<file path="config.mk">
export PLATFORM = sky130hd
export DESIGN_NAME = sdram_block_xfer_flat
export DESIGN_NICKNAME = d
export VERILOG_FILES = /design/src/rtl/sdram_pkg.sv /design/src/rtl/sdram_block_xfer_if.sv /design/src/rtl/sdram_xfer_wdog.sv /design/src/rtl/sdram_block_xfer.sv /design/src/flat_wrapper.sv
export SDC_FILE = /design/constraint.sdc
export NUM_CORES = 1
export LEC_CHECK = 0
export ABC_AREA = 1
export CORE_UTILIZATION = 32
export DETAILED_ROUTE_END_ITERATION = 10
export PLACE_DENSITY = 0.55
export SETUP_SLACK_MARGIN = 0.15
export SYNTH_ARGS = -nofsm -noshare
export SYNTH_HDL_FRONTEND = slang
export SYNTH_HIERARCHICAL = 1
export SYNTH_SLANG_ARGS = --single-unit
</file>
<file path="constraint.sdc">
create_clock -name clk -period 4.6 [get_ports clk]
set_input_delay 0.92 -clock clk [delete_from_list [all_inputs] [get_ports clk]]
set_output_delay 0.92 -clock clk [all_outputs]
set_load 0.05 [all_outputs]
</file>
<file path="src/rtl/sdram_pkg.sv">
// ============================================================================
//  Module      : sdram_pkg
//  Description : Shared widths, FSM state encoding and command record for the
//                SDRAM block-transfer initiator.
//  Revision    : 1.0  initial release
// ============================================================================
`default_nettype none

package sdram_pkg;

    localparam int SDRAM_ADDR_W = 23;
    localparam int SDRAM_DATA_W = 16;
    localparam int SDRAM_LEN_W  = 16;

    typedef enum logic [1:0] {
        IDLE  = 2'd0,
        ISSUE = 2'd1,
        WAIT  = 2'd2,
        FIN   = 2'd3
    } xfer_state_t;

    typedef struct packed {
        logic                    write;
        logic [SDRAM_ADDR_W-1:0] addr;
        logic [SDRAM_LEN_W-1:0]  len;
    } xfer_cmd_t;

endpackage

`default_nettype wire

</file>
<file path="src/rtl/sdram_block_xfer_if.sv">
// ============================================================================
//  Module      : sdram_block_xfer_if
//  Description : Bundle of the command, write-stream, read-stream and
//                controller user-port signals of the block-transfer initiator.
//                slave  = view of the initiator itself
//                master = view of the surrounding logic / controller
//  Revision    : 1.0  initial release
// ============================================================================
`default_nettype none

interface sdram_block_xfer_if
    import sdram_pkg::*;
#(
    parameter int ADDR_W = SDRAM_ADDR_W,
    parameter int DATA_W = SDRAM_DATA_W,
    parameter int LEN_W  = SDRAM_LEN_W
);
    // command channel
    logic              cmd_valid;
    logic              cmd_ready;
    logic              cmd_write;
    logic [ADDR_W-1:0] cmd_addr;
    logic [LEN_W-1:0]  cmd_len;
    // write-data stream
    logic              wr_valid;
    logic              wr_ready;
    logic [DATA_W-1:0] wr_data;
    // read-data stream
    logic              rd_valid;
    logic              rd_ready;
    logic [DATA_W-1:0] rd_data;
    // completion
    logic              xfer_done;
    logic              xfer_err;
    // controller user port
    logic              mem_ready;
    logic              mem_as;
    logic              mem_rw;
    logic [ADDR_W-1:0] mem_addr;
    logic [DATA_W-1:0] mem_wdata;
    logic [DATA_W-1:0] mem_rdata;
    logic              mem_done;

    modport slave (
        input  cmd_valid, cmd_write, cmd_addr, cmd_len,
        input  wr_valid, wr_data,
        input  rd_ready,
        input  mem_ready, mem_rdata, mem_done,
        output cmd_ready, wr_ready, rd_valid, rd_data,
        output xfer_done, xfer_err,
        output mem_as, mem_rw, mem_addr, mem_wdata
    );

    modport master (
        output cmd_valid, cmd_write, cmd_addr, cmd_len,
        output wr_valid, wr_data,
        output rd_ready,
        output mem_ready, mem_rdata, mem_done,
        input  cmd_ready, wr_ready, rd_valid, rd_data,
        input  xfer_done, xfer_err,
        input  mem_as, mem_rw, mem_addr, mem_wdata
    );

endinterface

`default_nettype wire

</file>
<file path="src/rtl/sdram_xfer_wdog.sv">
// ============================================================================
//  Module      : sdram_xfer_wdog
//  Description : Watchdog for an outstanding controller access. Counts cycles
//                while enabled; o_expired rises in the TIMEOUT_CYC-th enabled
//                cycle after the last clear.
//  Revision    : 1.0  initial release
// ============================================================================
`default_nettype none

module sdram_xfer_wdog #(
    parameter int TIMEOUT_CYC = 1024
) (
    input  logic clk,
    input  logic rst,
    input  logic i_clr,
    input  logic i_en,
    output logic o_expired
);
    localparam int CNT_W = $clog2(TIMEOUT_CYC + 1);

    logic [CNT_W-1:0] r_cnt;

    // Cycle counter: restarts on every new access, freezes once expired.
    always_ff @(posedge clk) begin
        if (rst || i_clr) begin
            r_cnt <= '0;
        end else if (i_en && !o_expired) begin
            r_cnt <= r_cnt + CNT_W'(1);
        end
    end

    assign o_expired = i_en && (r_cnt == CNT_W'(TIMEOUT_CYC - 1));

endmodule

`default_nettype wire

</file>
<file path="src/rtl/sdram_block_xfer.sv">
// ============================================================================
//  Module      : sdram_block_xfer
//  Description : Initiator side of the SDRAM controller user port. Takes one
//                block command (base, length, direction) and performs one
//                single-word access per word at sequential addresses. Write
//                words come from a valid/ready stream; read words leave via a
//                1-entry buffer onto a valid/ready stream.
//  Options     : SDRAM_XFER_TIMEOUT_EN - adds a watchdog on each outstanding
//                access; expiry aborts the block with xfer_err.
//  Revision    : 1.0  initial release
// ============================================================================
`default_nettype none

module sdram_block_xfer
    import sdram_pkg::*;
#(
    parameter int ADDR_W = SDRAM_ADDR_W,
    parameter int DATA_W = SDRAM_DATA_W,
    parameter int LEN_W  = SDRAM_LEN_W
`ifdef SDRAM_XFER_TIMEOUT_EN
    ,
    parameter int TIMEOUT_CYC = 1024
`endif
) (
    input  logic               clk,
    input  logic               rst,
    sdram_block_xfer_if.slave  bus
);

    xfer_state_t        r_state;
    xfer_state_t        w_next_state;

    // latched command / progress
    logic               r_write;
    logic [ADDR_W-1:0]  r_addr;
    logic [LEN_W-1:0]   r_remaining;

    // registered outputs
    logic               r_cmd_ready;
    logic               r_mem_as;
    logic               r_mem_rw;
    logic [ADDR_W-1:0]  r_mem_addr;
    logic [DATA_W-1:0]  r_mem_wdata;
    logic               r_xfer_done;

    // 1-entry read buffer
    logic               r_rbuf_valid;
    logic [DATA_W-1:0]  r_rbuf_data;

    // FSM decodes
    logic               w_accept;
    logic               w_issue;
    logic               w_wr_ready;
    logic               w_word_done;
    logic               w_fin_pulse;
    logic               w_rd_pop;
    logic               w_path_clear;

`ifdef SDRAM_XFER_TIMEOUT_EN
    logic               w_timeout;
    logic               r_abort;
    logic               r_xfer_err;

    sdram_xfer_wdog #(
        .TIMEOUT_CYC (TIMEOUT_CYC)
    ) u_wdog (
        .clk       (clk),
        .rst       (rst),
        .i_clr     (w_issue),
        .i_en      (r_state == WAIT),
        .o_expired (w_timeout)
    );
`endif

    // State register.
    always_ff @(posedge clk) begin
        if (rst) begin
            r_state <= IDLE;
        end else begin
            r_state <= w_next_state;
        end
    end

    // Next-state and per-cycle strobes. A read slot is free when the buffer is
    // empty or is being handed to the sink this very cycle.
    always_comb begin
        w_next_state = r_state;
        w_accept     = 1'b0;
        w_issue      = 1'b0;
        w_wr_ready   = 1'b0;
        w_word_done  = 1'b0;
        w_fin_pulse  = 1'b0;
        w_rd_pop     = r_rbuf_valid && bus.rd_ready;
        w_path_clear = r_write ? bus.wr_valid : (!r_rbuf_valid || w_rd_pop);

        case (r_state)
            IDLE: begin
                if (r_cmd_ready && bus.cmd_valid) begin
                    w_accept     = 1'b1;
                    w_next_state = (bus.cmd_len == '0) ? FIN : ISSUE;
                end
            end
            ISSUE: begin
                if (bus.mem_ready && w_path_clear) begin
                    w_issue      = 1'b1;
                    w_wr_ready   = r_write;
                    w_next_state = WAIT;
                end
            end
            WAIT: begin
                if (bus.mem_done) begin
                    w_word_done  = 1'b1;
                    w_next_state = (r_remaining == LEN_W'(1)) ? FIN : ISSUE;
                end
`ifdef SDRAM_XFER_TIMEOUT_EN
                else if (w_timeout) begin
                    w_next_state = FIN;
                end
`endif
            end
            FIN: begin
                if (!r_rbuf_valid) begin
                    w_fin_pulse  = 1'b1;
                    w_next_state = IDLE;
                end
            end
            default: begin
                w_next_state = IDLE;
            end
        endcase
    end

    // Command latch, address/count progress and controller-facing registers.
    // mem_rw/addr/wdata only change on issue, so they stay put until mem_done.
    always_ff @(posedge clk) begin
        if (rst) begin
            r_cmd_ready <= 1'b0;
            r_mem_as    <= 1'b0;
            r_mem_rw    <= 1'b0;
            r_mem_addr  <= '0;
            r_mem_wdata <= '0;
            r_xfer_done <= 1'b0;
            r_write     <= 1'b0;
            r_addr      <= '0;
            r_remaining <= '0;
        end else begin
            r_cmd_ready <= (w_next_state == IDLE);
            r_mem_as    <= w_issue;
            r_xfer_done <= w_fin_pulse;
            if (w_accept) begin
                r_write     <= bus.cmd_write;
                r_addr      <= bus.cmd_addr;
                r_remaining <= bus.cmd_len;
            end
            if (w_issue) begin
                r_mem_rw   <= !r_write;
                r_mem_addr <= r_addr;
                if (r_write) begin
                    r_mem_wdata <= bus.wr_data;
                end
            end
            if (w_word_done) begin
                r_addr      <= r_addr + ADDR_W'(1);
                r_remaining <= r_remaining - LEN_W'(1);
            end
        end
    end

    // Read buffer: load on a read completion, drain on sink acceptance.
    always_ff @(posedge clk) begin
        if (rst) begin
            r_rbuf_valid <= 1'b0;
            r_rbuf_data  <= '0;
        end else if (w_word_done && !r_write) begin
            r_rbuf_valid <= 1'b1;
            r_rbuf_data  <= bus.mem_rdata;
        end else if (w_rd_pop) begin
            r_rbuf_valid <= 1'b0;
        end
    end

`ifdef SDRAM_XFER_TIMEOUT_EN
    // Remember an aborted block so the error flag accompanies its done pulse.
    always_ff @(posedge clk) begin
        if (rst) begin
            r_abort    <= 1'b0;
            r_xfer_err <= 1'b0;
        end else begin
            r_xfer_err <= w_fin_pulse && r_abort;
            if (w_accept || w_fin_pulse) begin
                r_abort <= 1'b0;
            end else if (r_state == WAIT && !bus.mem_done && w_timeout) begin
                r_abort <= 1'b1;
            end
        end
    end

    assign bus.xfer_err = r_xfer_err;
`else
    assign bus.xfer_err = 1'b0;
`endif

    assign bus.cmd_ready = r_cmd_ready;
    assign bus.wr_ready  = w_wr_ready;
    assign bus.rd_valid  = r_rbuf_valid;
    assign bus.rd_data   = r_rbuf_data;
    assign bus.xfer_done = r_xfer_done;
    assign bus.mem_as    = r_mem_as;
    assign bus.mem_rw    = r_mem_rw;
    assign bus.mem_addr  = r_mem_addr;
    assign bus.mem_wdata = r_mem_wdata;

endmodule

`default_nettype wire
</file>
<file path="src/flat_wrapper.sv">
// flat-port wrapper written by rule: the top's interface ports become plain ports
module sdram_block_xfer_flat import sdram_pkg::*;
#(
    parameter int ADDR_W = SDRAM_ADDR_W,
    parameter int DATA_W = SDRAM_DATA_W,
    parameter int LEN_W  = SDRAM_LEN_W

)
  (clk, rst, bus_cmd_valid, bus_cmd_write, bus_cmd_addr, bus_cmd_len, bus_wr_valid, bus_wr_data, bus_rd_ready, bus_mem_ready, bus_mem_rdata, bus_mem_done, bus_cmd_ready, bus_wr_ready, bus_rd_valid, bus_rd_data, bus_xfer_done, bus_xfer_err, bus_mem_as, bus_mem_rw, bus_mem_addr, bus_mem_wdata);
  sdram_block_xfer_if #(.ADDR_W(ADDR_W), .DATA_W(DATA_W), .LEN_W(LEN_W)) bus_i ();
  input  logic clk;
  input  logic rst;
  input wire logic [$bits(bus_i.cmd_valid)-1:0] bus_cmd_valid;
  input wire logic [$bits(bus_i.cmd_write)-1:0] bus_cmd_write;
  input wire logic [$bits(bus_i.cmd_addr)-1:0] bus_cmd_addr;
  input wire logic [$bits(bus_i.cmd_len)-1:0] bus_cmd_len;
  input wire logic [$bits(bus_i.wr_valid)-1:0] bus_wr_valid;
  input wire logic [$bits(bus_i.wr_data)-1:0] bus_wr_data;
  input wire logic [$bits(bus_i.rd_ready)-1:0] bus_rd_ready;
  input wire logic [$bits(bus_i.mem_ready)-1:0] bus_mem_ready;
  input wire logic [$bits(bus_i.mem_rdata)-1:0] bus_mem_rdata;
  input wire logic [$bits(bus_i.mem_done)-1:0] bus_mem_done;
  output wire logic [$bits(bus_i.cmd_ready)-1:0] bus_cmd_ready;
  output wire logic [$bits(bus_i.wr_ready)-1:0] bus_wr_ready;
  output wire logic [$bits(bus_i.rd_valid)-1:0] bus_rd_valid;
  output wire logic [$bits(bus_i.rd_data)-1:0] bus_rd_data;
  output wire logic [$bits(bus_i.xfer_done)-1:0] bus_xfer_done;
  output wire logic [$bits(bus_i.xfer_err)-1:0] bus_xfer_err;
  output wire logic [$bits(bus_i.mem_as)-1:0] bus_mem_as;
  output wire logic [$bits(bus_i.mem_rw)-1:0] bus_mem_rw;
  output wire logic [$bits(bus_i.mem_addr)-1:0] bus_mem_addr;
  output wire logic [$bits(bus_i.mem_wdata)-1:0] bus_mem_wdata;
  assign bus_i.cmd_valid = bus_cmd_valid;
  assign bus_i.cmd_write = bus_cmd_write;
  assign bus_i.cmd_addr = bus_cmd_addr;
  assign bus_i.cmd_len = bus_cmd_len;
  assign bus_i.wr_valid = bus_wr_valid;
  assign bus_i.wr_data = bus_wr_data;
  assign bus_i.rd_ready = bus_rd_ready;
  assign bus_i.mem_ready = bus_mem_ready;
  assign bus_i.mem_rdata = bus_mem_rdata;
  assign bus_i.mem_done = bus_mem_done;
  assign bus_cmd_ready = bus_i.cmd_ready;
  assign bus_wr_ready = bus_i.wr_ready;
  assign bus_rd_valid = bus_i.rd_valid;
  assign bus_rd_data = bus_i.rd_data;
  assign bus_xfer_done = bus_i.xfer_done;
  assign bus_xfer_err = bus_i.xfer_err;
  assign bus_mem_as = bus_i.mem_as;
  assign bus_mem_rw = bus_i.mem_rw;
  assign bus_mem_addr = bus_i.mem_addr;
  assign bus_mem_wdata = bus_i.mem_wdata;
  sdram_block_xfer #(.ADDR_W(ADDR_W), .DATA_W(DATA_W), .LEN_W(LEN_W)) u_core (.clk(clk), .rst(rst), .bus(bus_i));
endmodule
</file>
==> results of run 1 <==
-- logic make-up after synthesis --
family,Yosys count,synth area share
AOI/OAI and AO/OA,159,0.175
DFF,102,0.414
adders and majority gates,3,0.00761
xor gates and xnor gates,9,0.0160
buffers and inverters,112,0.0954
and+or+nand+nor,342,0.291
other,1,0.000760
-- layer usage --
metal | vias up | global-route usage | wire [µm]
met5 | - | 0 | 0
met4 | 0 | 0.0794 | 248
met3 | 21 | 0.0540 | 1070
met2 | 159 | 0.321 | 6830
met1 | 2320 | 0.227 | 6780
li1 | 2585 | - | -
-- where the power goes --
group          leakage (nW)  internal, mW  switching (mW)  total, mW
registers             0.828         0.927          0.0440      0.971
clock network         0.142         0.437           0.349      0.787
logic                  1.57         0.170           0.250      0.420
-- sequential cells by signal, summed over array words and instances, names as in the netlist --
name	cells
u_core/bus.xfer_done	1
u_core/r_addr	23
u_core/bus.rd_valid	1
u_core/bus.cmd_ready	1
u_core/r_write	1
u_core/r_state	2
u_core/bus.mem_addr	23
u_core/bus.mem_as	1
u_core/r_remaining	16
u_core/bus.mem_rw	1
u_core/bus.rd_data	16
u_core/bus.mem_wdata	16
-- Yosys cell counts --
| master | count |
|---|---|
| o21bai_1 | 2 |
| nand3b_1 | 4 |
| nor2_8 | 1 |
| inv_2 | 6 |
| nand4_2 | 1 |
| buf_6 | 1 |
| a21oi_1 | 54 |
| nand3_2 | 3 |
| nor2_2 | 2 |
| o22ai_1 | 2 |
| nor4_1 | 3 |
| nor2_1 | 124 |
| a31oi_1 | 5 |
| o21ai_0 | 77 |
| a211oi_1 | 1 |
| buf_4 | 6 |
| xor2_1 | 8 |
| inv_4 | 1 |
| inv_1 | 72 |
| buf_2 | 14 |
| o221ai_1 | 3 |
| nand2_1 | 148 |
| and3_1 | 1 |
| nand3_1 | 45 |
| clkbuf_1 | 12 |
| nor3_1 | 2 |
| xnor2_1 | 1 |
| o21ai_1 | 1 |
| a211oi_2 | 1 |
| and2_1 | 2 |
| nand4_1 | 4 |
| o31ai_1 | 1 |
| o21a_1 | 7 |
| conb_1 | 1 |
| ha_1 | 3 |
| dfxtp_1 | 102 |
| nand2_2 | 2 |
| o211ai_1 | 5 |
-- final timing paths --
path	cells after the start	endpoint
worst min register to register	2	u_core/bus.mem_addr[12]$_SDFFE_PP0P_
worst max register to register	9	u_core/r_addr[0]$_SDFFE_PP0P_
worst min-delay path	2	u_core/bus.mem_addr[12]$_SDFFE_PP0P_
worst max-delay path	5	bus_wr_ready
-- layout make-up --
| type | instances | area, µm² | area share |
|---|---|---|---|
| clock inverters | 4 | 55.1 | 0.00819 |
| inverters | 79 | 299 | 0.0445 |
| flip-flops and latches | 102 | 2040 | 0.304 |
| clock buffers | 11 | 243 | 0.0361 |
| repair buffers | 144 | 1430 | 0.213 |
| multi-input cells | 514 | 2420 | 0.360 |
| well taps | 188 | 235 | 0.0350 |
-- worst max-delay path: cells and delay by family --
kind	cells	cell delay, ns
AO/OA/AOI/OAI	1	0.19
AND/OR/NAND/NOR	1	0.13
buffers and inverters	3	1.50
==> metrics.txt, run 1 <==
outcome finished clean; Required @ worst endpoint about 3.7 ns; std cell rows 45; measured slew at the worst slew-check pin between 0.8 and 0.9 ns; VDD IR max between 0.15 and 0.2 mV; routed vias 5085; GRT Util Overall 0.191; kind of start point of the critical path input port; area of all placed cells without fillers just under 7000 µm²; headroom to the max-slew limit 0.424; quantity of gates resized following cts 0; postcts setup bufs 0; clock root cell clkbuf_16; RSZ-0062 raised after global routing false; Core ar. approximately 15000 µm²; sequential share of the synthesized area 0.414; highest clock rate ~270 MHz; kind of end point of the critical path output pin; commonest cells after routing, fill and taps aside nand2_1 (148), clkdlybuf4s50_1 (139), nor2_1 (124); Distinct cells, synth 38; final worst setup slack 0.945 ns; average footprint of a synthesized cell between 6 and 7 µm²; startpoint of the most critical setup path bus_wr_valid; via count of the first global-routing pass a little over 5000; DRT Pass-1 Iters 5; number of antenna violations at the first check in global routing 0; Clock Sink Count 102; total CTS buffers 9; synthesized netlist cell count between 700 and 800; Syn-to-layout area delta 36.3%; Crit-path slowest cell clkdlybuf4s50_1; deepest clock path buffer count 2; slack of the worst reg-to-reg path ~2.3 ns; number of buffers added to fix hold violations after cts 0; H-tree levels 3; DRC violations left 0; starting utilization of the core area 0.326; height of the chip about 130 µm; final wirelength 14900 µm; crit share post-route 0.795; peak per-stage delay on the critical path ~0.84 ns; Final GP Congestion between 0.8 and 0.9; final hold violation count 0; cell mode on critical path clkdlybuf4s50_1; Synth Net Count 810; number of pins exceeding their max-slew limit in the final report 0; cell taking the most area after synthesis dfxtp_1; worst path cell trace clkdlybuf4s50_1 > o21a_1 > nand4_2 > inv_4 > clkdlybuf4s50_1; count of nets left with antenna violations after detail routing 0; placement-stage worst setup slack roughly 0.95 ns; post-route worst hold slack roughly 0.45 ns; Max-Cap Viols 0; antenna fix cells 0; CTS tree done; RR Startpoint u_core/r_state[0]$_SDFF_PP0_; post-detailed-route via-to-cell ratio 4.88; final layout net count between 900 and 1000; data arrival time of the worst path 2.73 ns; leading post-synthesis cells by cell area dfxtp_1 (41%), nand2_1 (11%), nor2_1 (9.4%); CTS clock-pin slew for the worst setup and hold paths roughly 0.07 ns; register bit count reported by yosys 102; overall power consumption roughly 2.2 mW; grt ovf 0; clock latency reported for the late side of the worst-skew pair between 0.3 and 0.4 ns; total power divided by cell area roughly 320 nW/µm²; port bufs around 140; Finished Layout Cells ~1000; total negative slack 0 ns; die area about 16000 µm²; share of the synthesized area in the top cell type 0.414; Crit Path Category in2out; most common cell after layout, fill and taps aside nand2_1; detail-routed net length per standard cell 14.3 µm; maximum clock skew at final layout between 0.009 and 0.01 ns; area post-placement 6420 µm²; I/O pin count 141; largest net degree at the start of global routing 52; HP Class reg2reg; Final min period approximately 3.7 ns; global-route wire length before repair between 20000 and 25000 µm; final standard cell utilization of the core 0.444; HP Start u_core/bus.mem_addr[12]$_SDFFE_PP0P_; HPWL reported at the end of detailed placement about 11000 µm; Setup violations, final 0; placed cell count ~1000; fill cell total of the finished layout about 1600; synth warn 6; post-synthesis instance area between 4000 and 5000 µm²; fraction of layout instances using a drive strength above 1 0.0422; P_leak 2.54 nW; Die W around 130 µm; Detailed Route Iter0 Violations roughly 320; Critical Path Fanout Max 18
Note: power is estimated with default switching activity, not from simulation.
==> run 2, diff against run 1 <==
clock period = 3.8 ns   (was 4.6 ns; I/O delays follow)
==> metrics.txt, run 2 (same netlist as run 1, synthesis figures left out) <==
Setup violations, final 0; crit share post-route 0.794; Syn-to-layout area delta 36.3%; CTS tree done; slack of the worst reg-to-reg path about 1.7 ns; final layout net count around 930; Detailed Route Iter0 Violations 298; depth of the worst hold-timing path 2; HP Start u_core/bus.mem_addr[1]$_SDFFE_PP0P_; total internal power around 1.8 mW; most common cell after layout, fill and taps aside nand2_1; Die W roughly 130 µm; placement-stage worst setup slack slightly below 0.8 ns; kind of end point of the critical path output pin; starting utilization of the core area 0.326; Critical Path Fanout Max 18; quantity of gates resized following cts 0; highest clock rate 331 MHz; GRT Util Overall 0.191; final wirelength about 15000 µm; clock root cell clkbuf_16; count of nets left with antenna violations after detail routing 0; global-route wire length before repair 24100 µm; port bufs 139; total negative slack 0 ns; data arrival time of the worst path 2.26 ns; Max-Cap Viols 0; sequential group share of total power 0.457; measured slew at the worst slew-check pin ~0.84 ns; post-detailed-route via-to-cell ratio ~4.9; grt ovf 0; net load switching power between 700 and 800 µW; number of buffers added to fix hold violations after cts 0; Final min period between 3 and 4 ns; RR Startpoint u_core/r_state[0]$_SDFF_PP0_; std cell rows 45; P_leak approximately 2.5 nW; largest net degree at the start of global routing 44; clock latency reported for the late side of the worst-skew pair about 0.36 ns; commonest cells after routing, fill and taps aside nand2_1 (148), clkdlybuf4s50_1 (138), nor2_1 (124); Crit Path Category in2out; height of the chip between 100 and 150 µm; VDD IR max roughly 0.22 mV; kind of start point of the critical path input port; Final GP Congestion 0.841; maximum clock skew at final layout 0.00855 ns; total power divided by cell area 382 nW/µm²; DRC violations left 0; RSZ-0062 raised after global routing false; final hold violation count 0; detail-routed net length per standard cell 14.2 µm; die area 15900 µm²; final worst setup slack 0.783 ns; postcts setup bufs 0; antenna fix cells 0; H-tree levels 3; DRT Pass-1 Iters 5; number of antenna violations at the first check in global routing 0; Required @ worst endpoint about 3.0 ns; Clock Sink Count ~100; logic depth of the worst register-to-register path 5; HP Class reg2reg; headroom to the max-slew limit 0.440; Logic pwr share 0.200; number of pins exceeding their max-slew limit in the final report 0; HPWL reported at the end of detailed placement ~11000 µm; Switching Fraction 0.308; via count of the first global-routing pass 5056; Worst Hold End u_core/bus.mem_addr[1]$_SDFFE_PP0P_; Core ar. about 15000 µm²; deepest clock path buffer count 2; total CTS buffers 9; I/O pin count approximately 140; fraction of layout instances using a drive strength above 1 0.0478; share of power burned in the clock network 0.343; routed vias ~5000; capture point of the worst reg-to-reg path u_core/bus.mem_addr[13]$_SDFFE_PP0P_; outcome finished clean; CTS clock-pin slew for the worst setup and hold paths about 0.07 ns
-- run 2: cell type report --
| cell class | count | area (µm²) |
|---|---|---|
| Tap cell | 188 | 235 |
| Inverter | 79 | 299 |
| Timing Repair Buffer | 146 | 1450 |
| Sequential cell | 102 | 2040 |
| Clock buffer | 9 | 225 |
| Fill cell | 1573 | 8420 |
| Clock inverter | 7 | 48.8 |
| Multi-Input combinational cell | 514 | 2420 |
-- run 2: worst max-delay path, stage by stage --
cell and delay (ns):
clkdlybuf4s50_1 0.46, o21a_1 0.19, nand4_2 0.31, inv_4 0.30, buf_4 0.24
-- run 2: metal layers --
layer | vias up | GRT usage | part of all wire
met5 | - | 0 | 0
met4 | 0 | 0.0815 | 0.026
met3 | 30 | 0.0586 | 0.077
met2 | 176 | 0.317 | 0.46
met1 | 2353 | 0.228 | 0.44
li1 | 2593 | - | -
-- run 2: through the flow --
stage / total power, mW / instances / hold WS (ns) / cell area, µm² / utilization
3_5_place_dp: 1.71 / 1029 / 0.438 / 6450 / 0.426
5_1_grt: 2.71 / 1045 / 0.466 / 6720 / 0.444
3_3_place_gp: 1.71 / 1029 / 0.431 / 6450 / 0.426
2_1_floorplan: 1.51 / 728 / 0.458 / 4930 / -
6_report: 2.57 / 1045 / 0.444 / 6720 / 0.444
4_1_cts: 2.60 / 1045 / 0.448 / 6720 / 0.444
-- run 2: power by group through the flow --
| stage | registers (mW) | clock network [mW] | logic, mW |
|---|---|---|---|
| 3_3_place_gp | 1.20 | 0 | 0.509 |
| 2_1_floorplan | 1.26 | 0 | 0.251 |
| 4_1_cts | 1.18 | 0.910 | 0.515 |
| 3_5_place_dp | 1.20 | 0 | 0.513 |
| 5_1_grt | 1.18 | 0.958 | 0.564 |
| 6_report | 1.18 | 0.881 | 0.515 |
-- run 2: how the worst max path moves through the flow --
stage / start / to / slack (ns) / depth (start not counted)
global placement: bus_wr_valid / bus_wr_ready / 0.82 / 5
detailed placement: bus_mem_ready / bus_wr_ready / 0.77 / 5
finish: bus_mem_ready / bus_wr_ready / 0.78 / 5
global route: bus_mem_ready / bus_wr_ready / 0.68 / 5
floorplan: bus_wr_valid / bus_wr_ready / 1.62 / 4
CTS: bus_mem_ready / bus_wr_ready / 0.77 / 5
==> run 3, diff against run 2 <==
PLACE_DENSITY = 0.58   (was 0.55)
clock period = 2.45 ns   (was 3.8 ns; I/O delays follow)
==> metrics.txt, run 3 (same netlist as run 1, synthesis figures left out) <==
number of antenna violations at the first check in global routing 0; clock root cell clkbuf_16; outcome finished clean; measured slew at the worst slew-check pin 0.540 ns; largest net degree at the start of global routing 50; share of power burned in the clock network 0.363; Switching Fraction 0.298; Finished Layout Cells between 1000 and 1500; Critical Path Stages 1; HP Class reg2reg; Detailed Route Iter0 Violations around 270; depth of the worst hold-timing path 2; number of buffers added to fix hold violations after cts 0; CTS tree done; Required @ worst endpoint between 1.5 and 2 ns; Logic pwr share 0.192; Final min period 2.14 ns; overall power consumption between 4 and 5 mW; crit share post-route 0.875; count of nets left with antenna violations after detail routing 0; final hold violation count 0; GRT Util Overall 0.187; net load switching power roughly 1.2 mW; quantity of gates resized following cts 0; Register Area slightly above 2000 µm²; capture point of the worst reg-to-reg path u_core/r_state[1]$_SDFF_PP0_; area occupied by multi-input gates around 2400 µm²; peak per-stage delay on the critical path 0.86 ns; deepest clock path buffer count 2; Die W 126 µm; global-route wire length before repair 23800 µm; routed vias roughly 5000; postcts setup bufs 0; category of cells accounting for the largest share of critical-path delay buffers and inverters; die area roughly 16000 µm²; grt ovf 0; fill cell total of the finished layout between 1500 and 2000; kind of start point of the critical path flop; CTS clock-pin slew for the worst setup and hold paths around 0.08 ns; Final GP Congestion 0.837; RSZ-0062 raised after global routing false; Syn-to-layout area delta 38.1%; commonest cells after routing, fill and taps aside nand2_1 (148), clkdlybuf4s50_1 (138), nor2_1 (124); HP Start u_core/bus.mem_addr[20]$_SDFFE_PP0P_; logic depth of the worst register-to-register path 9; final wirelength about 14000 µm; Max-Cap Viols 0; DRC violations left 0; Crit Path Category reg2out; VDD IR max 0.320 mV; HPWL reported at the end of detailed placement ~10000 µm; Crit-path slowest cell clkdlybuf4s50_1; maximum clock skew at final layout 0.0133 ns; antenna fix cells 0; number of pins exceeding their max-slew limit in the final report 0; slack of the worst reg-to-reg path ~0.74 ns; data arrival time of the worst path 1.65 ns; port bufs ~140; placed cell count roughly 1000; total power divided by cell area about 600 nW/µm²; headroom to the max-slew limit 0.639; fraction of layout instances using a drive strength above 1 0.0533; via count of the first global-routing pass a little under 5000; Worst Hold End u_core/bus.mem_addr[20]$_SDFFE_PP0P_; post-detailed-route via-to-cell ratio about 4.8; Clock Sink Count about 100; kind of end point of the critical path output pin; DRT Pass-1 Iters 5; I/O pin count roughly 140; starting utilization of the core area 0.326; highest clock rate 467 MHz; RR Startpoint u_core/r_write$_SDFFE_PP0P_; worst path bufs/invs 1; Setup violations, final 0; total negative slack 0 ns; clock latency reported for the late side of the worst-skew pair approximately 0.36 ns; P_leak 2.59 nW; detail-routed net length per standard cell between 10 and 15 µm; final layout net count between 900 and 1000; most common cell after layout, fill and taps aside nand2_1; sequential group share of total power 0.445; final standard cell utilization of the core 0.450; Critical Path Fanout Max 5; worst path cell trace clkdlybuf4s50_1; height of the chip around 130 µm; total internal power ~2.9 mW; Core ar. roughly 15000 µm²; H-tree levels 3; total CTS buffers 9; std cell rows 45
run 3: area by class of cell:
cell class | count | area share
multi-input combinational | 514 | 0.355
inverter | 79 | 0.0439
clock buffer | 10 | 0.0336
tap | 188 | 0.0345
timing repair buffer | 152 | 0.222
sequential | 102 | 0.300
clock inverter | 6 | 0.0112
run 3: power groups by stage:
stage                     combinational, mW  clock (mW)  sequential (mW)
after floorplan                       0.389           0             1.95
after global placement                0.784           0             1.87
after detailed placement              0.789           0             1.86
after CTS                             0.792        1.53             1.83
after global routing                  0.870        1.59             1.84
final                                 0.787        1.49             1.83
run 3: worst max-delay path by stage:
stage / startpoint / endpoint / slack [ns]
6_report: u_core/bus.rd_valid$_SDFFE_PP0P_ / bus_rd_valid / 0.31
5_1_grt: u_core/bus.rd_valid$_SDFFE_PP0P_ / bus_rd_valid / 0.24
4_1_cts: u_core/bus.rd_valid$_SDFFE_PP0P_ / bus_rd_valid / 0.28
3_5_place_dp: bus_mem_done / u_core/r_addr[8]$_SDFFE_PP0P_ / 0.35
3_3_place_gp: bus_mem_done / u_core/r_addr[0]$_SDFFE_PP0P_ / 0.40
2_1_floorplan: u_core/bus.rd_valid$_SDFFE_PP0P_ / bus_wr_ready / 0.69
run 3: metrics by stage:
| stage | instance area (µm²) | setup slack [ns] | hold slack [ns] |
|---|---|---|---|
| floorplan | 4930 | 0.694 | 0.458 |
| CTS | 6810 | 0.281 | 0.445 |
| detailed placement | 6510 | 0.351 | 0.434 |
| global placement | 6510 | 0.397 | 0.433 |
| global route | 6810 | 0.243 | 0.463 |
| finish | 6810 | 0.306 | 0.442 |
run 3: routing by layer:
| metal | vias to the layer above | GRT usage | share of wire |
|---|---|---|---|
| met5 | - | 0 | 0 |
| met4 | 0 | 0.0638 | 0.016 |
| met3 | 17 | 0.0569 | 0.073 |
| met2 | 146 | 0.303 | 0.45 |
| met1 | 2237 | 0.235 | 0.46 |
| li1 | 2608 | - | - |
